## src/rtl/pattern_responder.sv

```systemverilog
// Pattern store/replay responder for the game controller strobe interface.
// Optional PATTERN_PARITY_EN adds an even-parity bit per entry, checked on replay.
module pattern_responder #(
    parameter int unsigned DEPTH       = 16,
    parameter int unsigned WIDTH       = 2,
    parameter int unsigned HOLD_CYCLES = 50,
    parameter int unsigned SCORE_W     = 9
) (
    input  logic               clka,
    input  logic               reset,
    input  logic               restart,
    input  logic               load_data,
    input  logic               read_data,
    input  logic               write_out,
    input  logic [WIDTH-1:0]   din,
    output logic [WIDTH-1:0]   dout,
    output logic               lose_sig,
    output logic               timer_done,
    output logic [SCORE_W-1:0] score,
    output logic               proto_err,
    output logic               busy
);

    localparam int unsigned AW = (DEPTH > 1) ? $clog2(DEPTH) : 1;
    localparam int unsigned HW = (HOLD_CYCLES > 1) ? $clog2(HOLD_CYCLES) : 1;
`ifdef PATTERN_PARITY_EN
    localparam int unsigned MW = WIDTH + 1;
`else
    localparam int unsigned MW = WIDTH;
`endif
    localparam logic [HW-1:0] HOLD_LAST = HW'(HOLD_CYCLES - 1);

    typedef enum logic [2:0] {
        S_IDLE,
        S_LOAD,
        S_READ,
        S_COMMIT,
        S_HOLD
    } state_t;

    state_t             state_q, state_d;
    logic [AW-1:0]      wr_ptr_q, wr_ptr_d;
    logic [AW-1:0]      rd_ptr_q, rd_ptr_d;
    logic [HW-1:0]      hold_q, hold_d;
    logic [WIDTH-1:0]   dout_q, dout_d;
    logic [WIDTH-1:0]   din_q, din_d;
    logic               cmp_vld_q, cmp_vld_d;
    logic               lose_q, lose_d;
    logic               timer_q, timer_d;
    logic [SCORE_W-1:0] score_q, score_d;
    logic               perr_q, perr_d;
`ifdef PATTERN_PARITY_EN
    logic               par_q, par_d;
`endif

    logic [MW-1:0]      mem_q [DEPTH];
    logic [MW-1:0]      wr_word;
    logic [MW-1:0]      rd_word;
    logic               active;
    logic               do_load;
    logic               do_read;

`ifdef PATTERN_PARITY_EN
    assign wr_word = {^din, din};
`else
    assign wr_word = din;
`endif
    assign rd_word = mem_q[rd_ptr_q];

    // Strobes are acted on in the cycle they are seen, including the cycle
    // that leaves S_IDLE, so no entry is lost on the way into S_LOAD/S_READ.
    assign active  = (state_q == S_IDLE) || (state_q == S_LOAD) || (state_q == S_READ);
    assign do_load = active && load_data && !restart;
    assign do_read = active && read_data && !load_data && !restart;

    always_comb begin
        state_d   = state_q;
        wr_ptr_d  = wr_ptr_q;
        rd_ptr_d  = rd_ptr_q;
        hold_d    = hold_q;
        dout_d    = dout_q;
        din_d     = din_q;
        cmp_vld_d = 1'b0;
        lose_d    = lose_q;
        timer_d   = timer_q;
        score_d   = score_q;
        perr_d    = perr_q;
`ifdef PATTERN_PARITY_EN
        par_d     = par_q;
`endif
        if (restart) begin
            state_d  = S_IDLE;
            wr_ptr_d = '0;
            rd_ptr_d = '0;
            hold_d   = '0;
            dout_d   = '0;
            lose_d   = 1'b0;
            timer_d  = 1'b0;
            score_d  = '0;
            perr_d   = 1'b0;
        end else begin
            if (cmp_vld_q && (din_q != dout_q)) begin
                lose_d = 1'b1;
            end
`ifdef PATTERN_PARITY_EN
            if (cmp_vld_q && (^{par_q, dout_q})) begin
                perr_d = 1'b1;
            end
`endif
            if (load_data && read_data) begin
                perr_d = 1'b1;
            end
            if (do_load) begin
                wr_ptr_d = wr_ptr_q + 1'b1;
            end
            if (do_read) begin
                dout_d    = rd_word[WIDTH-1:0];
                din_d     = din;
                cmp_vld_d = 1'b1;
                rd_ptr_d  = rd_ptr_q + 1'b1;
`ifdef PATTERN_PARITY_EN
                par_d     = rd_word[WIDTH];
`endif
            end
            if (do_load || do_read) begin
                timer_d = 1'b0;
            end

            case (state_q)
                S_IDLE: begin
                    if (load_data) begin
                        state_d = S_LOAD;
                    end else if (read_data) begin
                        state_d = S_READ;
                    end else if (write_out) begin
                        state_d = S_COMMIT;
                    end
                end
                S_LOAD: begin
                    if (!load_data) begin
                        state_d = write_out ? S_COMMIT : S_IDLE;
                    end
                end
                S_READ: begin
                    if (load_data) begin
                        state_d = S_LOAD;
                    end else if (!read_data) begin
                        state_d = write_out ? S_COMMIT : S_IDLE;
                    end
                end
                S_COMMIT: begin
                    if (!lose_q && (score_q != '1)) begin
                        score_d = score_q + 1'b1;
                    end
                    if (write_out) begin
                        perr_d = 1'b1;
                    end
                    wr_ptr_d = '0;
                    rd_ptr_d = '0;
                    hold_d   = '0;
                    state_d  = S_HOLD;
                end
                S_HOLD: begin
                    if (load_data || read_data || write_out) begin
                        perr_d = 1'b1;
                    end
                    if (hold_q == HOLD_LAST) begin
                        timer_d = 1'b1;
                        state_d = S_IDLE;
                    end else begin
                        hold_d = hold_q + 1'b1;
                    end
                end
                default: state_d = S_IDLE;
            endcase
        end
    end

    always_ff @(posedge clka) begin
        if (reset) begin
            state_q   <= S_IDLE;
            wr_ptr_q  <= '0;
            rd_ptr_q  <= '0;
            hold_q    <= '0;
            dout_q    <= '0;
            din_q     <= '0;
            cmp_vld_q <= 1'b0;
            lose_q    <= 1'b0;
            timer_q   <= 1'b0;
            score_q   <= '0;
            perr_q    <= 1'b0;
`ifdef PATTERN_PARITY_EN
            par_q     <= 1'b0;
`endif
        end else begin
            state_q   <= state_d;
            wr_ptr_q  <= wr_ptr_d;
            rd_ptr_q  <= rd_ptr_d;
            hold_q    <= hold_d;
            dout_q    <= dout_d;
            din_q     <= din_d;
            cmp_vld_q <= cmp_vld_d;
            lose_q    <= lose_d;
            timer_q   <= timer_d;
            score_q   <= score_d;
            perr_q    <= perr_d;
`ifdef PATTERN_PARITY_EN
            par_q     <= par_d;
`endif
        end
    end

    // Pattern memory is intentionally not cleared by reset or restart.
    always_ff @(posedge clka) begin
        if (!reset && do_load) begin
            mem_q[wr_ptr_q] <= wr_word;
        end
    end

    assign dout       = dout_q;
    assign lose_sig   = lose_q;
    assign timer_done = timer_q;
    assign score      = score_q;
    assign proto_err  = perr_q;
    assign busy       = (state_q != S_IDLE);

endmodule

```

## config.mk

```make
export PLATFORM = sky130hd
export DESIGN_NAME = pattern_responder
export DESIGN_NICKNAME = d
export VERILOG_FILES = /design/src/rtl/pattern_responder.sv
export SDC_FILE = /design/constraint.sdc
export NUM_CORES = 1
export LEC_CHECK = 0
export ABC_AREA = 0
export CAP_MARGIN = 10
export CELL_PAD_IN_SITES_DETAIL_PLACEMENT = 0
export CELL_PAD_IN_SITES_GLOBAL_PLACEMENT = 2
export CORE_ASPECT_RATIO = 0.75
export CORE_MARGIN = 1
export CORE_UTILIZATION = 29
export DETAILED_ROUTE_END_ITERATION = 12
export PLACE_DENSITY = 0.66
export REMOVE_ABC_BUFFERS = 1
export SKIP_CTS_REPAIR_TIMING = 1
export SLEW_MARGIN = 40
export SYNTH_ARGS = -nofsm -noshare
export SYNTH_HDL_FRONTEND = slang
export SYNTH_SLANG_ARGS = --single-unit
export TNS_END_PERCENT = 1
```

## constraint.sdc

```tcl
create_clock -name clka -period 4.3 [get_ports clka]
set_clock_uncertainty 0.1 [all_clocks]
set_input_delay 0.645 -clock clka [delete_from_list [all_inputs] [get_ports clka]]
set_output_delay 0.645 -clock clka [all_outputs]
set_load 0.05 [all_outputs]
```

==> results.toml <==
[run_status]
status = "complete, no violations"

[route]
vias = 1895
wl_mm = 6.054
drt_first_pass_iters = 6
vias_per_cell = 4.611
first_iter_violations = 83
drc = 0
postRouteAntennaNets = 0
wl_per_cell_um = 14.73

[layout]
instances_no_fill = 411
layout_commonest_cell = "nor2_1"
final_cell_mix = "nor2_1, dfxtp_1, edfxtp_1, clkdlybuf4s50_1, nand2_1"
areaGrowthSynthToFinish_pct = 20.48
fin_nets = 291
drive_above_1_share_pct = 9.319
final_area_um2 = 3490
postLayoutCoreUtil_pct = 35.99
diodes = 0

[timing]
setup_viol = 0
timing.fmax_mhz = 386.7
rsz0062_at_grt = "false"
relSlewSlack_pct = 58.02
final-hold-violation-count = 0
fin_crit_ns = 2.586
maxSlewViolCount = 0
tns_ns = 0
post-route-period-util_pct = 60.14
worst_pin_slew_ns = 0.6288

[logic_synthesis]
syn_inst = 253
ys.flop_type = "dfxtp_1"
synthTopCellsByArea = "edfxtp_1, dfxtp_1, mux4_2"
synth_edf_count = 32
yosysWarnings = 0
synth_async_sr_flop_share_pct = 0
yosysSeqAreaShare_pct = 56.67
synth.largest_area_cell = "edfxtp_1"
synth.distinct_cells = 40
netlist_area_um2 = 2897
yosys.area.top_type_share_pct = 33.17
synth-seq-cells = 66
avgSynthCellArea_um2 = 11.45

[global_routing]
grt_usage_pct = 12.68
grt_remaining_overflow = 0
antenna_found_initial = 0
grt_pass1_vias = 1819
grt_pass1_wl_mm = 9.770
grt_max_degree = 18

[clock_tree]
numCtsBuffers = 9
clk_latency_ns = 0.33
clk_pin_slew_worst_paths_ns = 0.05
cts_tree = "yes"
cts.htree.levels = 3
clock-sinks = 66
clock-root-buffer = "clkbuf_16"
cts_max_path_buffers = 2

[die]
fp.dieH_um = 88.55
pin_count = 23
die-area_um2 = 10400
initial_core_util_pct = 29.87
coreArea_um2 = 9697
rows = 31
die_x_um = 117.4

[power]
totalPowerFinal_w = 0.001345
max-vdd-ir-drop_mv = 0.1616
leakage_nw = 1.131
power.density_nw_per_um2 = 385.3

[place]
port_buffers = 22
place_congestion = 0.6935
dpl.cell_count = 395
placed_area_um2 = 3234
hpwl_mm = 4.254

[run]
maxCapViolCount = 0

[hold_path]
hp-class = "flop to flop"

[worst_setup_path]
cp.arrival_ns = 1.84
end_kind = "primary output"
path_max_fanout = 10
critPathLaunchType = "flop"
cp.required_ns = 3.56
critical_path_class = "flop to primary output"
==> final timing paths <==
kind                            slack, ns  cells after the start       end   startpoint
worst min-delay path                 0.36                      2  lose_sig    cmp_vld_q
worst max-delay path                 1.71                      2      busy   state_q[0]
worst min register to register       0.36                      2  lose_sig    cmp_vld_q
worst max register to register       2.08                      4   dout[0]  rd_ptr_q[2]
==> cells by family (layout without fill, tap and decap cells) <==
kind of cell / count (synthesis) / in the layout / synth area share [%]
and+or+nand+nor: 101 / 101 / 16.42
DFF: 66 / 66 / 56.67
AOI/OAI and AO/OA: 25 / 25 / 5.616
buffers and inverters: 20 / 46 / 2.808
xor gates and xnor gates: 18 / 18 / 5.443
muxes: 14 / 14 / 9.158
adders and majority gates: 9 / 9 / 3.888
==> routing by layer <==
metal  share of wire, %  routed length (µm)  track usage [%]
met1                 53                3202            17.28
met2                 43                2586            18.45
met3                3.6                 220            4.510
met4               0.74                  45            4.841
met5                  0                   0                0
==> metrics by stage <==
stage / setup slack (ns) / hold slack (ns)
CTS: 1.692 / 0.3688
floorplan: 2.165 / 0.3333
detailed placement: 1.553 / 0.3582
finish: 1.714 / 0.3627
global placement: 1.573 / 0.3483
global route: 1.625 / 0.3920
==> report_power, final <==
part	internal, W	total (W)	switching, W
Sequential	0.000663	0.000668	0.00000456
Clock	0.000382	0.000627	0.000245
Combinational	0.0000178	0.0000499	0.0000322
==> critical path, stage by stage (launching register included) <==
cell             delay, ns
dfxtp_1               0.40
or3_1                 0.41
clkdlybuf4s50_1       0.70
==> cell usage after synthesis (all sizes together) (2+ instances only) <==
| library cell | number |
|---|---|
| nand2 | 17 |
| buf | 4 |
| nor4 | 4 |
| clkbuf | 9 |
| or2 | 4 |
| nand3 | 15 |
| nor3 | 10 |
| a31oi | 2 |
| dfxtp | 34 |
| a211oi | 2 |
| inv | 7 |
| mux4 | 10 |
| xnor2 | 12 |
| mux2i | 4 |
| xor2 | 6 |
| o2111ai | 2 |
| edfxtp | 32 |
| a211o | 2 |
| nand2b | 3 |
| nor2 | 39 |
| a21oi | 12 |
| ha | 9 |
| o21ai | 3 |
==> state kept, by name, indices dropped and copies added (netlist names) <==
name / cells
wr_ptr_q: 4
cmp_vld_q: 1
din_q: 2
score: 9
hold_q: 6
timer_done: 1
mem_q: 32
rd_ptr_q: 4
proto_err: 1
lose_sig: 1
state_q: 3
dout: 2
==> final cells by class <==
cell class                      count  area [µm²]
Sequential cell                    66        1642
Inverter                            7       26.28
Tap cell                          132       165.2
Timing Repair Buffer               23       227.7
Fill cell                         980        6207
Multi-Input combinational cell    167        1174
Clock buffer                       11       232.7
Clock inverter                      5       22.52
Power figures use the tool's default switching activity.
==> patch 1 (same settings) <==
The parameter `DEPTH` goes from 16 to 32.
--- a/src/rtl/pattern_responder.sv
+++ b/src/rtl/pattern_responder.sv
@@ -2,5 +2,5 @@
 // Optional PATTERN_PARITY_EN adds an even-parity bit per entry, checked on replay.
 module pattern_responder #(
-    parameter int unsigned DEPTH       = 16,
+    parameter int unsigned DEPTH       = 32,
     parameter int unsigned WIDTH       = 2,
     parameter int unsigned HOLD_CYCLES = 50,
Formal check against the unedited RTL: same outputs for any inputs over 4 cycles, from zero or initial values and one cycle with reset high; that may be too few to reach the edited logic, so the function may still have changed.
==> patch 1 against the original RTL <==
Area after synthesis is 50% higher; final cell count increased by 40%; global-route usage grew 0.36 points; sequential power increased by 54%; cell area grew 44%; setup slack worse by 0.059 ns; power grew 42%; wire length increased by 54%; sequential cell count is 34 higher; synthesized cell count is 40% higher; highest routed layer unchanged.
==> patch 1: results (changes against the original RTL) <==
outcome=complete, no violations (unchanged); Worst VDD drop=0.185 mV (was 0.162 mV); Least-Margin Pin Slew=0.796 ns (was 0.629 ns); share of cells above drive strength 1=11.4% (was 9.32%); Detailed Place HPWL=6430 um (was 4250 um); Seq/Total Area, Yosys=61.0% (was 56.7%); post-synthesis compound-gate area fraction=6.06% (was 5.62%); invs w/o clock=5 (was 7); Comb power frac=2.9% (was 3.7%); fraction of area in registers=52.6% (was 47.0%); Signal buf overhead=4.48% (was 6.53%); Final clock-cell share=5.97% (was 7.31%); clk sinks=100 (was 66); CTS root buf=clkbuf_16 (unchanged); buffers outside the clock class=24 (was 23); top post-synthesis cells by count=71 x nor2_1, 64 x edfxtp_1, 36 x dfxtp_1 (was 39 x nor2_1, 34 x dfxtp_1, 32 x edfxtp_1); multiplexer share of the synthesized area=8.61% (was 9.16%); total track usage=13.0% (was 12.7%); routed wl met3=259 um (was 220 um); gpl congestion=0.744 (was 0.694); fillers=1,477 (was 980); clock share of power=43.1% (was 46.6%); xor and xnor area share after synthesis=4.04% (was 5.44%); Top FF cell, synth=edfxtp_1 (was dfxtp_1); pin count of the biggest net entering global routing=34 (was 18); fin cells=577 (was 411); EDFF count, synth=64 (was 32); LEAKAGE=1.52 nW (was 1.13 nW); Mapped Cells=354 (was 253); Largest register FFs=64 (was 32); worst-case reg-to-reg path depth=5 (was 4); Synth cell types=47 (was 40); clock buf count=10 (was 11); top cells by area, synth=edfxtp_1 44%, dfxtp_1 17%, nor2_1 6.2% (was edfxtp_1 33%, dfxtp_1 23%, mux4_2 7.8%); Metal-1 WL=5030 um (was 3200 um); pre-CTS setup slack=1.61 ns (was 1.55 ns); hold_ws=0.366 ns (was 0.363 ns); r2r startpoint=rd_ptr_q[1] (was rd_ptr_q[2]); Cell Int Power=1.50 mW (was 1.06 mW); vias in the first global route=2,579 (was 1,819); multi-input gate share of total cell area=31.6% (was 33.6%); DR iter-0 viols=166 (was 83); R2R setup slack=2.11 ns (was 2.08 ns); routed vias/inst=4.70 (was 4.61); met2 wire len=3980 um (was 2590 um); Clock transition at path regs=0.07 ns (was 0.05 ns); critical path fanouts, max=7 (was 10); dpl cells=561 (was 395); Initial DRT Pass Iterations=4 (was 6); adder-cell share of the synthesized area=2.60% (was 3.89%); global-route wire length before repair=14,700 um (was 9770 um); #MultiIn Comb=232 (was 167)
patch 1: per-layer routing:
metal	global-route usage, %	vias to the layer above
met3	2.94	5
met1	20.0	1347
met2	17.9	36
met4	3.69	0
met5	0	-
li1	-	1322
patch 1: worst max path at each step:
| stage | slack [ns] | end | cells after the start |
|---|---|---|---|
| finish | 1.65 | busy | 2 |
| global route | 1.60 | busy | 2 |
| CTS | 1.64 | busy | 2 |
| detailed placement | 1.61 | mem_q[16][0] | 5 |
| global placement | 1.70 | mem_q[14][0] | 5 |
| floorplan | 1.98 | dout[0] | 5 |
patch 1: per-stage QoR:
| step | cell area (sq um) | utilization (%) |
|---|---|---|
| floorplan | 4250 | - |
| global placement | 4730 | 32.5 |
| detailed placement | 4720 | 32.5 |
| CTS | 5020 | 34.5 |
| global route | 5030 | 34.6 |
| finish | 5030 | 34.6 |
patch 1: critical path: cells and delay by family (launching register included):
kind	cells	cell delay [ns]
flip-flops	1	0.37
AND/OR/NAND/NOR	1	0.48
buffers and inverters	1	0.71
==> patch 2 (same flow settings) <==
Made on the original files. Take the reset off `hold_q` and load it in a clocked block of its own.
--- a/src/rtl/pattern_responder.sv
+++ b/src/rtl/pattern_responder.sv
@@ -182,5 +182,4 @@
             wr_ptr_q  <= '0;
             rd_ptr_q  <= '0;
-            hold_q    <= '0;
             dout_q    <= '0;
             din_q     <= '0;
@@ -197,5 +196,4 @@
             wr_ptr_q  <= wr_ptr_d;
             rd_ptr_q  <= rd_ptr_d;
-            hold_q    <= hold_d;
             dout_q    <= dout_d;
             din_q     <= din_d;
@@ -211,4 +209,8 @@
     end
 
+    always_ff @(posedge clka) begin
+        hold_q <= hold_d;
+    end
+
     // Pattern memory is intentionally not cleared by reset or restart.
     always_ff @(posedge clka) begin
Check against the original RTL: same outputs for any inputs over 4 cycles, from zero or initial values and one cycle with reset high; that may be too few to reach the edited logic, so the function may still have changed.
==> patch 2 against the original RTL <==
Sequential share of layout area is 0.71 points lower; register-to-register slack better by 0.14 ns; utilization is 0.12 points higher; area after synthesis is 3.2% higher; cell area is 1.5% higher; maximum frequency hardly changed; sequential cell count stayed put; power is 0.30% lower; critical path depth stayed put; setup slack hardly changed; clock power is 1% lower; wire length is 1.2% higher; synthesized cell count is 4.0% higher; global-route usage is 0.23 points lower.
==> patch 2: results (changes against the original RTL) <==
Worst VDD drop=0.156 mV (was 0.162 mV); Mapped Cells=263 (was 253); Synth cell types=45 (was 40); outcome=complete, no violations (unchanged); total track usage=12.5% (was 12.7%); Initial DRT Pass Iterations=4 (was 6); Worst slew margin=58.9% (was 58.0%); Final nets=299 (was 291); LEAKAGE=1.16 nW (was 1.13 nW); EDFF count, synth=32 (unchanged); drt total wl=6130 um (was 6050 um); via count=1,928 (was 1,895); pin count of the biggest net entering global routing=20 (was 18); global-route wire length before repair=9940 um (was 9770 um); gpl congestion=0.711 (was 0.694); top cells by area, synth=edfxtp_1 32%, dfxtp_1 23%, mux4_1 5.3% (was edfxtp_1 33%, dfxtp_1 23%, mux4_2 7.8%); adder-cell share of the synthesized area=3.77% (was 3.89%); post-synthesis compound-gate area fraction=7.12% (was 5.62%); dpl cells=403 (was 395); Seq/Total Area, Yosys=54.9% (was 56.7%); antenna cells=0 (unchanged); final critical-path share of the clock period=60.1% (about the same); share of cells above drive strength 1=7.34% (was 9.32%); R2R setup slack=2.22 ns (was 2.08 ns); hold_ws=0.362 ns (was 0.363 ns); critical path fanouts, max=9 (was 10); DR iter-0 viols=104 (was 83); Detailed Place HPWL=4290 um (was 4250 um); sw frac=21.1% (was 20.9%); multiplexer share of the synthesized area=8.21% (was 9.16%); pre-CTS setup slack=1.38 ns (was 1.55 ns); Placed Instance Area=0.00329 sq mm (was 0.00323 sq mm); vias in the first global route=1,844 (was 1,819); xor and xnor area share after synthesis=5.28% (was 5.44%); top post-synthesis cells by count=34 x dfxtp_1, 33 x nor2_1, 32 x edfxtp_1 (was 39 x nor2_1, 34 x dfxtp_1, 32 x edfxtp_1); routed vias/inst=4.61 (about the same); fillers=978 (was 980)
-- patch 2: cell types whose count changed after synthesis, moves of 5 or more --
cell / unedited run / this run
clkbuf_1: 9 / 4
mux4_1: 0 / 6
mux4_2: 10 / 2
nor2_1: 39 / 33
-- patch 2: final timing paths --
| check | cells past startpoint | to | start |
|---|---|---|---|
| worst min-delay path | 2 | lose_sig | cmp_vld_q |
| worst min register to register | 2 | lose_sig | cmp_vld_q |
| worst max-delay path | 2 | busy | state_q[0] |
| worst max register to register | 4 | dout[1] | rd_ptr_q[1] |
-- patch 2: power by group through the flow --
stage,sequential [mW],clock [mW],combinational (mW)
floorplan,0.683,0,0.0250
global placement,0.681,0,0.0533
detailed placement,0.681,0,0.0526
CTS,0.668,0.641,0.0529
global route,0.669,0.664,0.0577
finish,0.668,0.620,0.0520
-- patch 2: metrics by stage --
step	total power [mW]	util (%)
after floorplan	0.708	-
after global placement	0.734	33.6
after detailed placement	0.734	33.6
after CTS	1.36	36.1
after global routing	1.39	36.1
final	1.34	36.1
-- patch 2: cell type report --
| class | instances | area (sq um) | share of cell area, % |
|---|---|---|---|
| clock buffers | 9 | 225 | 6.36 |
| clock inverters | 6 | 25.0 | 0.706 |
| inverters | 7 | 26.3 | 0.742 |
| multi-input cells | 175 | 1230 | 34.8 |
| flip-flops and latches | 66 | 1640 | 46.3 |
| well taps | 132 | 165 | 4.66 |
| repair buffers | 23 | 228 | 6.43 |
-- patch 2: routing by layer --
layer,routed length (um),track usage (%),vias up,part of all wire [%]
li1,-,-,980,-
met1,3440,18.3,915,56
met2,2420,16.1,29,40
met3,211,4.95,4,3.4
met4,54,4.43,0,0.88
met5,0,0,-,0
-- patch 2: worst max-delay path, stage by stage, from the launching register on --
cell	delay [ns]
dfxtp_1	0.40
or3_1	0.41
clkdlybuf4s50_1	0.71
